`src/rtl/branch_resolve_ctrl_pkg.sv`:
```
// Shared encodings and helpers for the ID-stage branch resolution controller.
// Holds the branch op codes, the FSM state type and the target-PC arithmetic.
package branch_resolve_ctrl_pkg;

  localparam logic [2:0] BR_BEQ  = 3'd0;
  localparam logic [2:0] BR_BNE  = 3'd1;
  localparam logic [2:0] BR_BGTZ = 3'd2;
  localparam logic [2:0] BR_BLTZ = 3'd3;
  localparam logic [2:0] BR_BLEZ = 3'd4;
  localparam logic [2:0] BR_BGEZ = 3'd5;

  localparam logic [31:0] PC_INC = 32'd4;

  typedef enum logic [1:0] {
    ST_IDLE    = 2'd0,
    ST_WAIT    = 2'd1,
    ST_RESOLVE = 2'd2
  } state_e;

  // Target of a taken branch: the delay-slot PC plus the word-scaled offset.
  function automatic logic [31:0] branch_target(input logic [31:0] pc,
                                                 input logic [15:0] imm);
    return pc + PC_INC + {{14{imm[15]}}, imm, 2'b00};
  endfunction

  // Only the two equality compares read rt.
  function automatic logic uses_rt(input logic [2:0] op);
    return (op == BR_BEQ) || (op == BR_BNE);
  endfunction

endpackage

```
`src/rtl/branch_resolve_ctrl_cond_eval.sv`:
```
// Combinational branch condition evaluation for the six MIPS branch ops.
// Codes 6 and 7 are flagged illegal and never report taken.
module branch_cond_eval
  import branch_resolve_ctrl_pkg::*;
(
  input  logic [2:0]  i_op,
  input  logic [31:0] i_rs,
  input  logic [31:0] i_rt,
  output logic        o_taken,
  output logic        o_illegal
);

  logic w_rs_neg;
  logic w_rs_zero;

  assign w_rs_neg  = i_rs[31];
  assign w_rs_zero = (i_rs == 32'd0);

  always_comb begin
    o_taken   = 1'b0;
    o_illegal = 1'b0;
    case (i_op)
      BR_BEQ:  o_taken = (i_rs == i_rt);
      BR_BNE:  o_taken = (i_rs != i_rt);
      BR_BGTZ: o_taken = !w_rs_neg && !w_rs_zero;
      BR_BLTZ: o_taken = w_rs_neg;
      BR_BLEZ: o_taken = w_rs_neg || w_rs_zero;
      BR_BGEZ: o_taken = !w_rs_neg;
      default: o_illegal = 1'b1;
    endcase
  end

endmodule

```
`src/rtl/branch_resolve_ctrl.sv`:
```
// ID-stage branch sequencer: holds ID until operands are ready, resolves the
// condition, pulses a redirect with the target PC and keeps branch statistics.
module branch_resolve_ctrl
  import branch_resolve_ctrl_pkg::*;
#(
  parameter int WAIT_MAX = 8,
  parameter int CNT_W    = 16
) (
  input  logic             clk,
  input  logic             reset,
  input  logic             br_valid,
  input  logic [2:0]       br_op,
  input  logic [31:0]      br_pc,
  input  logic [15:0]      br_imm,
  input  logic [31:0]      rs_data,
  input  logic [31:0]      rt_data,
  input  logic             rs_ready,
  input  logic             rt_ready,
  output logic             stall,
  output logic             br_done,
  output logic             redirect,
  output logic [31:0]      redirect_pc,
  output logic             err,
  output logic [CNT_W-1:0] br_cnt,
  output logic [CNT_W-1:0] taken_cnt
);

  localparam int             WCW       = (WAIT_MAX > 1) ? $clog2(WAIT_MAX) : 1;
  localparam logic [WCW-1:0] WAIT_LAST = WCW'(WAIT_MAX - 1);

  state_e           r_state;
  state_e           w_next;
  logic [2:0]       r_op;
  logic [31:0]      r_pc;
  logic [15:0]      r_imm;
  logic [WCW-1:0]   r_wait_cnt;
  logic             r_br_done;
  logic             r_redirect;
  logic             r_err;
  logic [31:0]      r_redirect_pc;
  logic [CNT_W-1:0] r_br_cnt;
  logic [CNT_W-1:0] r_taken_cnt;

  logic w_stall;
  logic w_ops_ready;
  logic w_timeout;
  logic w_resolve;
  logic w_taken;
  logic w_illegal;
  logic w_take;

  // The condition is evaluated on the live forwarded operands in the cycle
  // they are accepted, so the registered pulses carry the latched result.
  branch_cond_eval u_cond_eval (
    .i_op      (r_op),
    .i_rs      (rs_data),
    .i_rt      (rt_data),
    .o_taken   (w_taken),
    .o_illegal (w_illegal)
  );

  assign w_ops_ready = rs_ready && (rt_ready || !uses_rt(r_op));
  assign w_timeout   = !w_ops_ready && (r_wait_cnt == WAIT_LAST);
  assign w_resolve   = (r_state == ST_WAIT) && (w_ops_ready || w_timeout);
  assign w_take      = w_taken && !w_illegal && !w_timeout;

  always_comb begin
    w_next  = r_state;
    w_stall = 1'b0;
    case (r_state)
      ST_IDLE: begin
        w_stall = br_valid;
        if (br_valid) w_next = ST_WAIT;
      end
      ST_WAIT: begin
        w_stall = 1'b1;
        if (w_ops_ready || w_timeout) w_next = ST_RESOLVE;
      end
      ST_RESOLVE: w_next = ST_IDLE;
      default:    w_next = ST_IDLE;
    endcase
  end

  always_ff @(posedge clk or posedge reset) begin
    if (reset) r_state <= ST_IDLE;
    else       r_state <= w_next;
  end

  always_ff @(posedge clk or posedge reset) begin
    if (reset) begin
      r_op       <= 3'd0;
      r_pc       <= 32'd0;
      r_imm      <= 16'd0;
      r_wait_cnt <= '0;
    end else if (r_state == ST_IDLE && br_valid) begin
      r_op       <= br_op;
      r_pc       <= br_pc;
      r_imm      <= br_imm;
      r_wait_cnt <= '0;
    end else if (r_state == ST_WAIT && !w_resolve) begin
      r_wait_cnt <= r_wait_cnt + WCW'(1);
    end
  end

  always_ff @(posedge clk or posedge reset) begin
    if (reset) begin
      r_br_done     <= 1'b0;
      r_redirect    <= 1'b0;
      r_err         <= 1'b0;
      r_redirect_pc <= 32'd0;
    end else begin
      r_br_done  <= w_resolve;
      r_redirect <= w_resolve && w_take;
      r_err      <= w_resolve && (w_illegal || w_timeout);
      if (w_resolve && w_take) r_redirect_pc <= branch_target(r_pc, r_imm);
    end
  end

  // Counters saturate at all-ones and move on the same edge as the pulses.
  always_ff @(posedge clk or posedge reset) begin
    if (reset) begin
      r_br_cnt    <= '0;
      r_taken_cnt <= '0;
    end else if (w_resolve) begin
      if (r_br_cnt != '1) r_br_cnt <= r_br_cnt + CNT_W'(1);
      if (w_take && r_taken_cnt != '1) r_taken_cnt <= r_taken_cnt + CNT_W'(1);
    end
  end

  assign stall       = w_stall;
  assign br_done     = r_br_done;
  assign redirect    = r_redirect;
  assign err         = r_err;
  assign redirect_pc = r_redirect_pc;
  assign br_cnt      = r_br_cnt;
  assign taken_cnt   = r_taken_cnt;

endmodule

```
`config.mk`:
```
export PLATFORM = sky130hd
export DESIGN_NAME = branch_resolve_ctrl
export DESIGN_NICKNAME = d
export VERILOG_FILES = /design/src/rtl/branch_resolve_ctrl_pkg.sv /design/src/rtl/branch_resolve_ctrl_cond_eval.sv /design/src/rtl/branch_resolve_ctrl.sv
export SDC_FILE = /design/constraint.sdc
export NUM_CORES = 1
export LEC_CHECK = 0
export CAP_MARGIN = 20
export CORE_ASPECT_RATIO = 1.75
export CORE_MARGIN = 2
export CORE_UTILIZATION = 45
export DETAILED_ROUTE_END_ITERATION = 6
export PLACE_DENSITY = 0.81
export SYNTH_ARGS = -nofsm -noshare
export SYNTH_HDL_FRONTEND = slang
export SYNTH_SLANG_ARGS = --single-unit
export TNS_END_PERCENT = 20
```
`constraint.sdc`:
```
create_clock -name clk -period 6.2 [get_ports clk]
set_clock_uncertainty 0.15 [all_clocks]
set_input_delay 1.86 -clock clk [delete_from_list [all_inputs] [get_ports clk]]
set_output_delay 1.86 -clock clk [all_outputs]
set_load 0.03 [all_outputs]
```
==> results.py <==
metrics = {
    "layout": {
        "drive_above_1_share_pct": 11.76,
        "fin_nets": 1019,
        "syn2layout_area_growth_pct": 37.46,
        "fin_util_pct": 63.42,
        "final_cells": 1037,
        "fill_cells": 1199,
    },
    "floorplan": {
        "die_w_um": 98.96,
        "dieArea_um2": 16840,
        "row_count": 60,
        "start_util_pct": 46.14,
        "die_y_um": 170.2,
        "pin_count": 188,
        "core_area_um2": 15390,
    },
    "timing": {
        "holdWs_ns": 0.3360,
        "period_share_pct": 84.59,
        "slew_violations": 0,
        "period_needed_ns": 5.245,
        "tns_ns": 0,
        "worstMarginPinSlew_ns": 0.7386,
        "hold_violations": 0,
        "relSlewSlack_pct": 50.76,
        "rsz0062_at_grt": "false",
        "setup_violations": 0,
        "fmax_ghz": 0.1907,
    },
    "status": {
        "status": "finished clean",
    },
    "synth": {
        "post-synth-top-count-cell": "dfrtp_1",
        "synth.area.top_cells": "dfrtp_1 43%, ha_1 11%, mux2_2 8.9%",
        "ys_ff_latch": 123,
        "avgSynthCellArea_um2": 10.99,
        "async_flop_share_pct": 100.0,
        "netlist_area_um2": 7101,
        "synth-simple-area-share_pct": 12.83,
        "synth_ff_type": "dfrtp_1",
        "synth_adder_area_share_pct": 11.03,
        "synth-compound-area-share_pct": 8.793,
        "ys_warn_count": 0,
        "synth_top_family_by_area": "simple AND/OR/NAND/NOR gates",
        "syn_nets": 828,
        "synth.distinct_cells": 61,
        "yosysSeqAreaShare_pct": 43.35,
        "synth_top_area_share_pct": 43.35,
        "synth_edf_count": 0,
        "synth_top_area_cell": "dfrtp_1",
        "synth-xor-area-share_pct": 10.73,
        "synth_commonest_cells": "123 x dfrtp_1, 61 x ha_1, 56 x mux2_2, 51 x xor2_1",
        "synth_cells": 646,
        "synth_mux_area_share_pct": 11.24,
    },
    "critical_path": {
        "worst_setup_path_start_kind": "input port",
        "critPathCaptureType": "output pin",
        "required_ns": 4.19,
        "cp_max_fo": 2,
        "cp.arrival_ns": 3.23,
        "r2r_start": "r_imm[15]",
        "crit_type": "input port to output pin",
        "crit_start": "br_valid",
    },
    "global_routing": {
        "grt-ovfl-total": 0,
        "grtUsageTotal_pct": 20.63,
        "met3_usage_pct": 4.435,
        "gr-usage-met1_pct": 24.28,
        "met2_usage_pct": 36.16,
        "grt.busiest_layer": "met2",
        "grt_pass1_wl_mm": 27.63,
        "grt_pass1_vias": 5692,
        "grt_max_degree": 68,
        "antenna_found_initial": 1,
    },
    "clock_network": {
        "numCtsBuffers": 17,
        "hold_buffers": 0,
        "cts_tree": "built",
        "clk_latency_ns": 0.42,
        "post_cts_resized": 0,
        "cts_root_buf": "clkbuf_16",
        "clk_path_buf_depth": 2,
        "clk_pin_slew_ns": 0.06,
        "cts_sinks": 123,
        "cts.htree.levels": 4,
        "post_cts_buffers": 0,
    },
    "placement": {
        "numPortBuffers": 187,
        "dp_hpwl_mm": 13.14,
        "dp.cells": 1004,
        "place_congestion": 1.035,
    },
    "run": {
        "drv_cap": 0,
    },
    "routing": {
        "ant_nets": 0,
        "num_vias": 5649,
        "drtIter0Drc": 195,
        "wl_mm": 17.11,
        "via_per_inst": 5.447,
        "drc": 0,
        "post_drt_wl_per_cell_um": 16.50,
        "firstDrtPassIters": 4,
    },
    "power": {
        "vdd_drop_max_uv": 473.4,
        "powerDensity_nw_per_um2": 591.8,
        "p_leak_nw": 4.235,
    },
    "min_path": {
        "hp-start": "taken_cnt[13]",
        "hold_class": "register to register",
    },
}
-- worst max-delay path, cell delays in order --
cell and delay, ns:
clkdlybuf4s50_1 0.47, nor2_1 0.05, nor2_1 0.15, clkdlybuf4s50_1 0.70
-- power by group --
part | leakage (nW) | switching [mW] | internal, mW
clock | 0.293 | 0.435 | 0.544
combinational | 2.44 | 1.88 | 1.54
sequential | 1.50 | 0.243 | 1.14
-- cell usage in the layout (no fill, tap or decap), types with 21 or more instances in the layout --
master	n
clkdlybuf4s50_1	187
dfrtp_1	123
ha_1	61
mux2_2	56
xor2_1	51
nor2_1	37
nand2_1	37
xnor2_1	36
a21oi_1	36
nand3_1	21
-- registers in the layout (all words and copies together), names as in the netlist --
register	count
r_wait_cnt	3
r_op	3
br_done	1
err	1
r_state	2
redirect_pc	32
taken_cnt	16
r_pc	32
r_imm	16
br_cnt	16
redirect	1
-- worst paths after layout --
kind,slack [ns],endpoint,depth (start not counted)
setup / recovery,0.96,stall,4
setup reg to reg,2.73,redirect_pc[29],10
hold reg to reg,0.34,taken_cnt[13],1
max in group asynchronous,3.31,r_op[1],3
min in group asynchronous,1.78,r_imm[11],2
hold / removal,0.34,taken_cnt[13],1
-- per-layer routing --
layer	up-vias	share of wire, %
met5	-	0
met4	0	3.1
met3	41	3.7
met2	149	53
met1	2729	41
li1	2730	-
-- metrics by stage --
| step | power [mW] | setup WS (ns) | cell area [um2] |
|---|---|---|---|
| final | 5.776 | 0.9551 | 9761 |
| after CTS | 5.824 | 0.9736 | 9758 |
| after global placement | 4.712 | 1.017 | 9164 |
| after global routing | 6.252 | 0.9314 | 9761 |
| after detailed placement | 4.794 | 0.9760 | 9164 |
| after floorplan | 3.885 | 0.9191 | 7101 |
-- kinds of logic after synthesis --
family / Yosys count
buf+inv: 31
xor+xnor: 87
flops: 123
fa+ha+maj: 62
compound gates: 97
mux: 71
simple gates: 175
-- final cells by class --
class / count / area (um2) / area share [%]
Multi-Input combinational cell: 492 / 3895 / 39.91
Sequential cell: 123 / 3078 / 31.53
Timing Repair Buffer: 190 / 1907 / 19.54
Clock buffer: 17 / 425.4 / 4.358
Tap cell: 186 / 232.7 / 2.384
Clock inverter: 15 / 168.9 / 1.731
Inverter: 13 / 51.30 / 0.5256
Antenna cell: 1 / 2.502 / 0.02564
Note: power is estimated with default switching activity, not from simulation.
==> RTL change (same settings) <==
Re-encode `state_e` (3 states) as one-hot, 3 bits wide.
--- a/src/rtl/branch_resolve_ctrl_pkg.sv
+++ b/src/rtl/branch_resolve_ctrl_pkg.sv
@@ -11,10 +11,10 @@
 
   localparam logic [31:0] PC_INC = 32'd4;
 
-  typedef enum logic [1:0] {
-    ST_IDLE    = 2'd0,
-    ST_WAIT    = 2'd1,
-    ST_RESOLVE = 2'd2
+  typedef enum logic [2:0] {
+    ST_IDLE    = 3'b001,
+    ST_WAIT    = 3'b010,
+    ST_RESOLVE = 3'b100
   } state_e;
 
   // Target of a taken branch: the delay-slot PC plus the word-scaled offset.
Formal check against the unedited RTL: same outputs for any inputs over 4 cycles, from zero or initial values and one cycle with reset high; so few cycles prove little.
==> RTL change against the original RTL <==
Critical path depth is the same. Sequential cell count up 1. Setup slack got worse by 220 ps. First-iteration DRC count rose by 3.6%. Power decreased by 8.1%. Largest power group unchanged. Cell area grew 0.38%. Cell count is 1.3% higher. Wire length is 4.2% higher. Area after synthesis is 0.42% higher. Fmax down 4.1%.
==> RTL change: results (changes against the original RTL) <==
| Metric | Value |
|---|---|
| Status | finished clean |
| Vias in the first global route | 5,858 (+2.9%) |
| Drt wl/cell | 16.99 um (+3.0%) |
| Ant. Diodes | 0 (-1) |
| Leakage | 0.004238 uW (about the same) |
| Slew Limit Headroom | 40.93% (-9.8 points) |
| Peak supply drop | 0.0002857 V (-40%) |
| Post-DP HPWL | 13.83 mm (+5.2%) |
| Worst R2R Setup Slack | 2770 ps (+40 ps) |
| Final nets | 1,033 (+1.4%) |
| Register-to-Register Path Depth | 9 (-1) |
| Post-CTS setup buffer count | 0 (unchanged) |
| Distinct cells, synth | 65 (+6.6%) |
| Total Routing Usage GR | 21.44% (+0.81 points) |
| Htree depth | 4 (unchanged) |
| Initial DRC count | 202 (+3.6%) |
| Async S/R FF share, synth | 100.0% (unchanged) |
| Layout cells sized above 1 | 13.08% (+1.3 points) |
| CP max stage delay | 680 ps (-20 ps) |
| Antenna violations before repair | 0 (-1) |
| Largest fanout on the critical path | 2 (unchanged) |
| Syn Nets | 838 (+1.2%) |
| Synth Flop Type | dfrtp_1 |
| Reg2Reg Launch Point | r_imm[15]$_DFFE_PP0P_ |
| CTS clock-pin slew for the worst setup and hold paths | 60 ps (about the same) |
| Hold Path Cell Cnt | 2 (+1) |
| Largest net degree at the start of global routing | 72 (+5.9%) |
| Reg2reg end | redirect_pc[24]$_DFFE_PP0P_ |
| Post-synthesis sequential area ratio | 43.53% (+0.19 points) |
| Pre-antenna DRT Iters | 5 (+1) |
| Beginning of the critical path | br_valid |
| Commonest cells post-synth | dfrtp_1 (123), xnor2_1 (70), ha_1 (61) |
| Mux cell area share after synthesis | 9.739% (-1.5 points) |
| Latest clock arrival within the worst-skew pair | 410 ps |
| GPL Wtd Cong | 0.8828 (-15%) |
| Number of vias per cell | 5.444 (about the same) |
| Post-synthesis compound-gate area fraction | 10.42% (+1.6 points) |
| Clock Tree Buf Depth | 2 (unchanged) |
| Synth area leaders | dfrtp_1 (43%), ha_1 (11%), mux2_2 (9.0%) |
| WP data arrival | 3460 ps (+230 ps) |
| First-pass GRT wire length | 28.62 mm (+3.6%) |
| Adder-cell share of the synthesized area | 10.98% (-0.046 points) |
| Xor/xnor share of the synthesized area | 10.44% (-0.29 points) |
-- RTL change: cell count changes in the layout (fill, tap and decap cells not counted), sizes merged, moves of 11 or more --
cell / unedited run / this run
a21oi: 37 / 26
mux2: 70 / 59
o21ai: 21 / 36
nand2: 37 / 49
xor2: 51 / 15
xnor2: 36 / 70
-- RTL change: how the worst min path moves through the flow --
stage / start / to / slack (ps)
finish: redirect_pc[20]$_DFFE_PP0P_ / redirect_pc[20]$_DFFE_PP0P_ / 320
CTS: redirect_pc[20]$_DFFE_PP0P_ / redirect_pc[20]$_DFFE_PP0P_ / 330
floorplan: r_pc[0]$_DFFE_PP0P_ / redirect_pc[0]$_DFFE_PP0P_ / 330
global route: redirect_pc[11]$_DFFE_PP0P_ / redirect_pc[11]$_DFFE_PP0P_ / 360
detailed placement: redirect_pc[20]$_DFFE_PP0P_ / redirect_pc[20]$_DFFE_PP0P_ / 320
global placement: redirect_pc[21]$_DFFE_PP0P_ / redirect_pc[21]$_DFFE_PP0P_ / 310
-- RTL change: cell type report --
cell class                      count  area (um2)
Clock inverter                     15       151.4
Clock buffer                       17       425.4
Timing Repair Buffer              192        1909
Inverter                           22       85.08
Multi-Input combinational cell    494        3890
Fill cell                        1267        5667
Tap cell                          186       232.7
Sequential cell                   124        3104
-- RTL change: power breakdown --
| group | switching (uW) | internal [uW] | leakage, uW | total (uW) |
|---|---|---|---|---|
| Combinational | 1670 | 1390 | 0.00239 | 3060 |
| Sequential | 203 | 1090 | 0.00157 | 1290 |
| Clock | 401 | 564 | 0.000274 | 964 |
-- RTL change: critical path: cells and delay by family --
family,cells,cell delay [ps]
and+or+nand+nor,2,440
buffers and inverters,2,1150
-- RTL change: kinds of logic after synthesis --
group,Yosys count
flip-flops,124
AND/OR/NAND/NOR,173
adder cells (fa/ha/maj),62
buffers and inverters,38
multiplexers,62
AO/OA/AOI/OAI,112
XOR/XNOR,85
-- RTL change: layer usage --
| metal | vias to the layer above | track usage, % | share of wire, % |
|---|---|---|---|
| met2 | 176 | 41.69 | 55 |
| met3 | 26 | 4.739 | 5.5 |
| met4 | 0 | 7.504 | 2.2 |
| met1 | 2754 | 22.05 | 37 |
| li1 | 2760 | - | - |
| met5 | - | 0 | 0 |
-- RTL change: metrics by stage --
| stage | instances | instance area, um2 | worst slack [ps] | hold WS [ps] | utilization (%) |
|---|---|---|---|---|---|
| floorplan | 656 | 7131 | 892.4 | 326.6 | - |
| global placement | 1018 | 9221 | 742.1 | 311.1 | 59.63 |
| detailed placement | 1018 | 9221 | 744.1 | 320.1 | 59.63 |
| CTS | 1050 | 9798 | 726.8 | 332.8 | 63.36 |
| global route | 1050 | 9798 | 690.3 | 355.3 | 63.36 |
| finish | 1050 | 9798 | 730.6 | 323.6 | 63.36 |
